===== src/rtl/i2c_cmd_seq.sv =====
`default_nettype none
// ============================================================================
// Module   : i2c_cmd_seq
// Purpose  : Command sequencer placed directly upstream of i2c_master.
//            Queued register transactions are buffered in a command FIFO and
//            launched one at a time on the master's inputs. An arbitration
//            loss relaunches the same command up to MAX_RETRY times. Exactly
//            one response (data + status) is returned per accepted command,
//            in command order.
// Ports    : clk, rst (async, active-low)
//            cmd_*      : command push interface (valid/ready)
//            rsp_*      : response interface (valid/ready), status
//                         00 ok, 01 nack, 10 arb lost, 11 timeout
//            m_*        : launch/completion handshake with i2c_master
//            idle       : FIFO empty, FSM idle, no response pending
// Revision : 1.0 - initial release
// ============================================================================
module i2c_cmd_seq #(
   parameter int FIFO_DEPTH     = 8,
   parameter int MAX_RETRY      = 3,
   parameter int GAP_CYCLES     = 16,
   parameter int TIMEOUT_CYCLES = 0
) (
   input  logic       clk,
   input  logic       rst,
   input  logic       cmd_valid,
   output logic       cmd_ready,
   input  logic [6:0] cmd_addr7,
   input  logic [7:0] cmd_reg,
   input  logic [7:0] cmd_data,
   input  logic       cmd_read,
   output logic       rsp_valid,
   input  logic       rsp_ready,
   output logic [7:0] rsp_data,
   output logic [1:0] rsp_status,
   output logic       m_start,
   output logic       m_rw,
   output logic       m_do_read,
   output logic [6:0] m_addr7,
   output logic [7:0] m_reg_addr,
   output logic [7:0] m_data_in,
   input  logic       m_busy,
   input  logic       m_done,
   input  logic       m_ack_err,
   input  logic       m_arb_lost,
   input  logic [7:0] m_read_data,
   output logic       idle
);

   localparam int AW = $clog2(FIFO_DEPTH);
   localparam int RW = (MAX_RETRY > 0)      ? $clog2(MAX_RETRY + 1)      : 1;
   localparam int TW = (TIMEOUT_CYCLES > 0) ? $clog2(TIMEOUT_CYCLES + 1) : 1;
   localparam int GW = (GAP_CYCLES > 0)     ? $clog2(GAP_CYCLES + 1)     : 1;

   localparam logic [AW:0]   DEPTH_W  = (AW + 1)'(FIFO_DEPTH);
   localparam logic [RW-1:0] RETRY_W  = RW'(MAX_RETRY);
   localparam logic [TW-1:0] TMO_LD   = TW'(TIMEOUT_CYCLES);
   localparam logic [GW-1:0] GAP_LD   = GW'(GAP_CYCLES);

   typedef struct packed {
      logic [6:0] addr7;
      logic [7:0] reg_addr;
      logic [7:0] data;
      logic       read;
   } cmd_t;

   typedef enum logic [2:0] {
      IDLE      = 3'd0,
      LAUNCH    = 3'd1,
      WAIT_DONE = 3'd2,
      RESP      = 3'd3,
      GAP       = 3'd4
   } state_t;

   // ------------------------------------------------------------------
   // Command FIFO
   // ------------------------------------------------------------------
   cmd_t          mem [FIFO_DEPTH];
   logic [AW-1:0] wr_ptr;
   logic [AW-1:0] rd_ptr;
   logic [AW:0]   count;
   logic          push;
   logic          pop;
   cmd_t          head;
   state_t        state;

   assign cmd_ready = (count != DEPTH_W);
   assign push      = cmd_valid && cmd_ready;
   // The head is only taken when the master is free, so a command never
   // launches on top of an abandoned (timed-out) transfer.
   assign pop       = (state == IDLE) && (count != '0) && !m_busy;
   assign head      = mem[rd_ptr];
   assign idle      = (count == '0) && (state == IDLE) && !rsp_valid;

   // Storage carries no reset: entries are only read once counted valid.
   always_ff @(posedge clk) begin
      if (push) begin
         mem[wr_ptr] <= '{addr7: cmd_addr7, reg_addr: cmd_reg,
                          data: cmd_data, read: cmd_read};
      end
   end

   // Pointers wrap naturally because FIFO_DEPTH is a power of two.
   always_ff @(posedge clk or negedge rst) begin
      if (!rst) begin
         wr_ptr <= '0;
         rd_ptr <= '0;
         count  <= '0;
      end else begin
         if (push) wr_ptr <= wr_ptr + 1'b1;
         if (pop)  rd_ptr <= rd_ptr + 1'b1;
         case ({push, pop})
            2'b10:   count <= count + 1'b1;
            2'b01:   count <= count - 1'b1;
            default: ;
         endcase
      end
   end

   // ------------------------------------------------------------------
   // Sequencer FSM
   // ------------------------------------------------------------------
   logic [RW-1:0] retry_cnt;
   logic          retry_pend;
   logic [TW-1:0] tmo_cnt;
   logic [GW-1:0] gap_cnt;
   logic [7:0]    res_data;
   logic [1:0]    res_status;

   assign m_do_read = m_rw;

   always_ff @(posedge clk or negedge rst) begin
      if (!rst) begin
         state      <= IDLE;
         m_start    <= 1'b0;
         m_rw       <= 1'b0;
         m_addr7    <= '0;
         m_reg_addr <= '0;
         m_data_in  <= '0;
         rsp_valid  <= 1'b0;
         rsp_data   <= '0;
         rsp_status <= '0;
         retry_cnt  <= '0;
         retry_pend <= 1'b0;
         tmo_cnt    <= '0;
         gap_cnt    <= '0;
         res_data   <= '0;
         res_status <= '0;
      end else begin
         m_start <= 1'b0;
         if (rsp_valid && rsp_ready) rsp_valid <= 1'b0;

         case (state)
            IDLE: begin
               if (pop) begin
                  m_addr7    <= head.addr7;
                  m_reg_addr <= head.reg_addr;
                  m_data_in  <= head.data;
                  m_rw       <= head.read;
                  retry_cnt  <= '0;
                  state      <= LAUNCH;
               end
            end

            LAUNCH: begin
               m_start <= 1'b1;
               tmo_cnt <= TMO_LD;
               state   <= WAIT_DONE;
            end

            WAIT_DONE: begin
               if (m_done) begin
                  res_data <= 8'h00;
                  if (m_arb_lost && (retry_cnt < RETRY_W)) begin
                     // Relaunch the same latched command after a gap.
                     retry_cnt  <= retry_cnt + 1'b1;
                     retry_pend <= 1'b1;
                     gap_cnt    <= GAP_LD;
                     state      <= GAP;
                  end else begin
                     state <= RESP;
                     if (m_arb_lost) begin
                        res_status <= 2'b10;
                     end else if (m_ack_err) begin
                        res_status <= 2'b01;
                     end else begin
                        res_status <= 2'b00;
                        if (m_rw) res_data <= m_read_data;
                     end
                  end
               end else if (TIMEOUT_CYCLES != 0) begin
                  if (tmo_cnt <= TW'(1)) begin
                     res_status <= 2'b11;
                     res_data   <= 8'h00;
                     state      <= RESP;
                  end else begin
                     tmo_cnt <= tmo_cnt - 1'b1;
                  end
               end
            end

            // Stalls here while a previous response is still unconsumed.
            RESP: begin
               if (!rsp_valid || rsp_ready) begin
                  rsp_valid  <= 1'b1;
                  rsp_data   <= res_data;
                  rsp_status <= res_status;
                  retry_pend <= 1'b0;
                  gap_cnt    <= GAP_LD;
                  state      <= GAP;
               end
            end

            // A zero or one cycle gap both leave after a single cycle.
            GAP: begin
               if (gap_cnt <= GW'(1)) begin
                  state <= retry_pend ? LAUNCH : IDLE;
               end else begin
                  gap_cnt <= gap_cnt - 1'b1;
               end
            end

            default: state <= IDLE;
         endcase
      end
   end

endmodule
`default_nettype wire


===== config.mk =====
export PLATFORM = sky130hd
export DESIGN_NAME = i2c_cmd_seq
export DESIGN_NICKNAME = d
export VERILOG_FILES = /design/src/rtl/i2c_cmd_seq.sv
export SDC_FILE = /design/constraint.sdc
export NUM_CORES = 1
export LEC_CHECK = 0
export ABC_AREA = 1
export CORE_ASPECT_RATIO = 1.4
export CORE_MARGIN = 2
export CORE_UTILIZATION = 35
export DETAILED_ROUTE_END_ITERATION = 7
export PLACE_DENSITY_LB_ADDON = 0.15
export SYNTH_ARGS = -nofsm -noshare
export SYNTH_HDL_FRONTEND = slang
export SYNTH_SLANG_ARGS = --single-unit

===== constraint.sdc =====
create_clock -name clk -period 2.6 [get_ports clk]
set_input_delay 0.78 -clock clk [delete_from_list [all_inputs] [get_ports clk]]
set_output_delay 0.78 -clock clk [all_outputs]
set_load 0.05 [all_outputs]

---- Yosys cells after proc, flatten, opt, wreduce, memory -nomap -nowiden ----
Memory sizes are Yosys's and may differ from the RTL's. A register that Yosys moved wholly into a read port is not among the register bits.
Index checks and enable logic that the tools add are counted.
word-level totals
  register bits ........................... 43
  output and inout bits ................... 39
  RAM bits ................................ 192
  input bits .............................. 40
  logic and storage cells ................. 95
  memories ................................ 1
operators by class
  bitwise logic cells ..................... 1
  $lt $le $gt $ge ......................... 2
  add/subtract/negate cells ............... 6
  mux-type cells .......................... 33
  reduce and logical (&&, ||, !) cells .... 26
  eq/ne operators ......................... 13
memory list
  name  depth  width  rd ports  clocked after memory_dff  write ports  line  source
  mem   8      24     1         1                         1            78    cmd_t mem [FIFO_DEPTH];
operator list
  operator                                                               count
  8-bit two-way mux                                                      4
  5-bit two-way mux                                                      4
  3-bit two-way mux                                                      5
  3-bit one-hot mux with 5 select lines                                  1
  5-bit one-hot mux with 3 select lines                                  1
  2-bit != test, second input constant                                   6
  4-bit AND reduction                                                    3
  1-bit two-way mux                                                      11
  2-bit two-way mux                                                      4
  4-bit one-hot mux with 2 select lines                                  1
  1-bit logical AND                                                      7
  3-bit by 1-bit adder with 3-bit output, second input constant          2
  3-bit by 2-bit equality test with 1-bit output, second input constant  2
  2-bit AND reduction                                                    3
  2-bit nonzero test                                                     3
  5-bit by 1-bit <= comparator with 1-bit output, second input constant  1
  5-bit AND reduction                                                    1
  5-bit by 1-bit subtractor with 5-bit output, second input constant     1
  4-bit by 1-bit adder with 4-bit output, second input constant          1
  4-bit zero test                                                        1
  4-bit != test, second input constant                                   1
  2-bit one-hot mux with 2 select lines                                  1
  4-bit nonzero test                                                     1
  4-bit by 1-bit subtractor with 4-bit output, second input constant     1
  13 further kinds                                                       15

---- Depth between registers and ports, before layout ----
  word-level depth ........................ 5
  gate-level depth with buffers ........... 15
  depth with buffers taken out ............ 14

---- Worst setup path before layout ----
OpenSTA, ideal clock, no wires.
  path type ............................... flip-flop to flip-flop
  from .................................... reg count[2]
  to ...................................... mem mem[0][0] in the netlist's numbering (enable)
  required time ........................... 2.195 ns
  setup time .............................. 0.405 ns
  period minus slack after synthesis ...... 2.858 ns
  path slack .............................. -0.258 ns
  stages on the path, launching flop included .. 6
  buffers on the path ..................... 0
  data arrival time ....................... 2.453 ns
  cell sequence ........................... dfrtp_1 inv_1 nand3_1 nand2_1 or2_2 nor2_1
on the way
  longest elaborated chain between the ends .. 4
RTL lines
  what                                     line  source
  start: declaration                       81    logic [AW:0] count;
  start signal: assignment                 113   2'b10: count <= count + 1'b1;
  start signal: assignment                 114   2'b01: count <= count - 1'b1;
  4-bit != test                            87    assign cmd_ready = (count != DEPTH_W);
  named net cmd_ready                      27    output logic cmd_ready,
  1-bit logical AND                        88    assign push = cmd_valid && cmd_ready;
  1-bit two-way mux                        97    if (push) begin
  1-bit two-way mux (not written as such)  98    mem[wr_ptr] <= '{addr7: cmd_addr7, reg_addr: cmd_reg,
  end: declaration                         78
The timed path passes the listed nets, and every way through them passes these cells.

---- Worst setup path in the final report ----
  from .................................... reg m_rw, in the netlist m_do_read
  to ...................................... out m_do_read
RTL lines
  what                      line  source
  start: declaration        37    output logic m_rw,
  start signal: assignment  159   m_rw <= head.read;
  end: declaration          38    output logic m_do_read,
No word-level cell between the ends.

==> out/summary.md <==
The total overflow left after global routing is 0. The critical path goes through clkdlybuf4s50_1. The tools report the later-pin clock latency in the skew report as 0.53 ns. After synthesis, the most frequently instantiated cells are sky130_fd_sc_hd__edfxtp_1, sky130_fd_sc_hd__nor2_1, sky130_fd_sc_hd__nand2_1, sky130_fd_sc_hd__o21ai_0, sky130_fd_sc_hd__nand3_1. The initial standard-cell utilization of the core was 0.354. The count of fill cells added during filler insertion was 2805; the share of layout cells above drive strength 1 was 0.108. STA classifies the critical path endpoint as an output port. The logs give 0.739 for the final weighted congestion in routability-driven placement and 949 for the number of nets in the synthesized netlist.

H-tree depth reported by CTS: 1. The top achievable clock speed was 395 MHz; the leakage power of the design was 4.77 nW. Maximum vdd drop: 0.609 mV. The most used flip-flop cell after synthesis is sky130_fd_sc_hd__edfxtp_1.

Along the worst path, the maximum fanout reaches 4. Counting I/O delays and the setup requirement, the final critical path takes 2.53 ns. The post-route fraction of the period consumed by the critical path works out to 0.973.

The data arrival time of the worst path is 1.75 ns, and the count of endpoints failing setup in the final report is 0. The largest net degree at the start of global routing came out at 98. The tools report the row count as 75. The detailed placer's ending HPWL is 14800 um, and the total power of the final layout is 15.0 mW.

Yosys instantiated no cell more often than sky130_fd_sc_hd__edfxtp_1. For this run, the slowest stage of the critical path takes 0.82 ns. TritonCTS created 26 clock buffers. The all-layer global routing usage is 0.157. The largest total area in the synthesized netlist belongs to sky130_fd_sc_hd__edfxtp_1.

For this run, the detailed router's first-pass iteration total came to 4. The clock passes through at most 3 buffers. The run gives 0 as the initial antenna violation count.

On the critical path the largest part of the delay comes from buffers and inverters. The overall die width came out at 151 um. TritonCTS built the clock tree. The worst setup path is of the flop to output port kind.

The final core utilization is 0.427. Clock tree synthesis found a total of 259 sinks. The average via count per standard cell works out to 4.83.

By area the synthesized netlist is led by sky130_fd_sc_hd__edfxtp_1, sky130_fd_sc_hd__dfrtp_1, sky130_fd_sc_hd__nor2_1. The logs give 0.626 for the relative slew slack and 79 for the count of boundary I/O pins. Setup repair after global routing left no endpoint under its margin. Class of the tightest hold or removal check: input pin to async pin.

Clock tree synthesis selected as its root buffer the cell sky130_fd_sc_hd__clkbuf_16. The power density over the cells is 1180 mW/mm2, and the standard cell core area is 0.0297 mm2. The tools report the number of nets still failing antenna checks after routing as 0.

The worst slack on hold paths was 0.211 ns; the number of global-route vias before repair was 6878. The synthesized netlist occupies a cell area of 0.0105 mm2. After technology mapping, the gate count stands at 901. STA classifies the critical path startpoint as a flop. The clock input transition at the sequential cells of the worst setup and hold paths is 0.06 ns.

The number of different library cells used by synthesis comes to 34. Relative to the synthesized area, the layout overhead comes to 20.9%. The starting DRC count in detailed routing is 429.

The run gives 0 as the final hold violation count. The area fraction of the dominant cell type after synthesis came out at 0.548. The final max-slew violation count is 0. The first-pass GRT wire length was 38200 um; the number of buffer and inverter instances along the worst setup path was 1. The portion of the post-synthesis area used by sequential elements was 0.708.

Data on the critical path is required at its endpoint by 1.82 ns. Across the routed clock network, the largest skew measured is 0.0113 ns. The yosys synthesis warning count was 0.

For this design, the slowest cell found on the critical path is sky130_fd_sc_hd__clkdlybuf4s50_1. Dividing the synthesized area by the synthesized cell count gives 11.7 um2. Across the run, the number of max-cap violations was 0. The final layout contains 1043 nets. At the pin with the least slew margin, the transition time is 0.560 ns.

Share of synthesized registers carrying an async set or reset: 0.259. The total number of vias is 6764, and the quantity of I/O buffers inserted on ports is 78. The flow ran to the end, and the final reports show no timing, DRC or antenna violations. The average wire length per cell after detail routing was 17.3 um. The number of flops mapped to enable cells by yosys came out at 192.

Counting flops and latches in the post-synthesis netlist gives 259. The number of antenna diodes in the final layout is 0. For this run, design rule violations remaining after detail routing come to 0.

The die area is 0.0315 mm2. In the final timing run, aggregate negative setup slack is 0 ns. The die extent in y is 209 um.

The tools report the total wirelength of the detailed-routed design as 24300 um.
[cell usage in the layout, fill, tap and decap left out, drive strengths merged]
| cell type | count |
|---|---|
| edfxtp | 192 |
| nor2 | 192 |
| o21ai | 120 |
| nand2 | 117 |
| clkdlybuf4s50 | 75 |
| nand3 | 74 |
| dfrtp | 67 |
| inv | 42 |
| clkbuf | 41 |
| buf | 33 |
| o211ai | 25 |
| ha | 8 |
| xor2 | 5 |
| a21oi | 5 |
| clkinv | 5 |
| or2 | 2 |
| nand4 | 2 |
| bufinv | 2 |
| nor3 | 1 |
| nor3b | 1 |
| xnor2 | 1 |
| o21bai | 1 |
| a21boi | 1 |
| a211oi | 1 |
| nand3b | 1 |
| clkinvlp | 1 |
[per-layer routing]
layer	track usage	routed length [um]	up-vias
met5	0	0	-
met4	0.0410	353	0
met3	0.0225	958	24
met2	0.284	12500	135
met1	0.195	10500	3299
li1	-	-	3306
[report_power, final]
| group | leakage, nW | internal, mW | total, mW | switching (mW) |
|---|---|---|---|---|
| sequential | 2.59 | 5.35 | 5.72 | 0.363 |
| clock | 0.413 | 2.21 | 3.73 | 1.51 |
| combinational | 1.76 | 1.77 | 5.54 | 3.78 |
[path summary, 6_finish.rpt]
| check | end | startpoint | cells after the start | slack (ns) |
|---|---|---|---|---|
| worst max-delay path | m_do_read | m_do_read | 1 | 0.07 |
| worst min-delay path | m_start | rst | 1 | 0.21 |
| worst max register to register | count[2] | count[0] | 11 | 0.52 |
| worst min register to register | rsp_status[0] | rsp_status[0] | 2 | 0.47 |
| max in group asynchronous | m_addr7[5] | rst | 2 | 1.79 |
| min in group clk | rsp_status[0] | rsp_status[0] | 2 | 0.47 |
[flip-flops by register name, summed over array words and instances, names as in the netlist]
signal      cells
count           4
gap_cnt         5
m_addr7         7
m_data_in       8
m_do_read       1
m_reg_addr      8
m_start         1
mem           192
rd_ptr          3
res_data        8
res_status      2
retry_cnt       2
retry_pend      1
rsp_data        8
rsp_status      2
rsp_valid       1
state           3
wr_ptr          3
[logic make-up (layout without fill, tap and decap cells)]
logic type / after synthesis / after routing / synth area share
AOI/OAI and AO/OA: 153 / 153 / 0.0823
DFF: 259 / 259 / 0.708
xor gates and xnor gates: 6 / 6 / 0.00500
and+or+nand+nor: 390 / 390 / 0.156
adders and majority gates: 8 / 8 / 0.00952
buffers and inverters: 85 / 199 / 0.0395
[cell type report]
| class | count | area [um2] | area share |
|---|---|---|---|
| clock buffer | 40 | 764 | 0.0601 |
| clock inverter | 8 | 88.8 | 0.00699 |
| inverter | 42 | 165 | 0.0130 |
| multi-input combinational | 557 | 2680 | 0.211 |
| sequential | 259 | 7440 | 0.585 |
| tap | 385 | 482 | 0.0379 |
| timing repair buffer | 109 | 1090 | 0.0858 |
[stage by stage]
step	std cells	setup WS [ns]	instance area (um2)
after detailed placement	1352	0.0237	11900
after CTS	1400	0.0213	12700
after global placement	1352	0.0380	11900
after global routing	1400	0.000734	12700
final	1400	0.0711	12700
after floorplan	901	-0.258	10500
[repair_timing]
item | CTS | global route
gates resized for setup | 1 | 2
cloned | 0 | 0
buffers inserted | 0 | 0
pin swaps | 0 | 0
endpoints found under the hold margin | 0 | 0
endpoints found under the setup margin | 1 | 1
hold buffers | 0 | 0
[worst register-to-register path: stages, from the launching register on]
cell and delay, ns:
sky130_fd_sc_hd__dfrtp_1 0.45, sky130_fd_sc_hd__nor2_1 0.15, sky130_fd_sc_hd__nand3_1 0.13, sky130_fd_sc_hd__nand2_1 0.22, sky130_fd_sc_hd__ha_1 0.25, sky130_fd_sc_hd__nand2_1 0.09
sky130_fd_sc_hd__inv_1 0.06, sky130_fd_sc_hd__nor2_1 0.05, sky130_fd_sc_hd__ha_1 0.18, sky130_fd_sc_hd__a21oi_1 0.16, sky130_fd_sc_hd__xor2_1 0.14, sky130_fd_sc_hd__o21ai_0 0.08
Power figures use the tool's default switching activity.
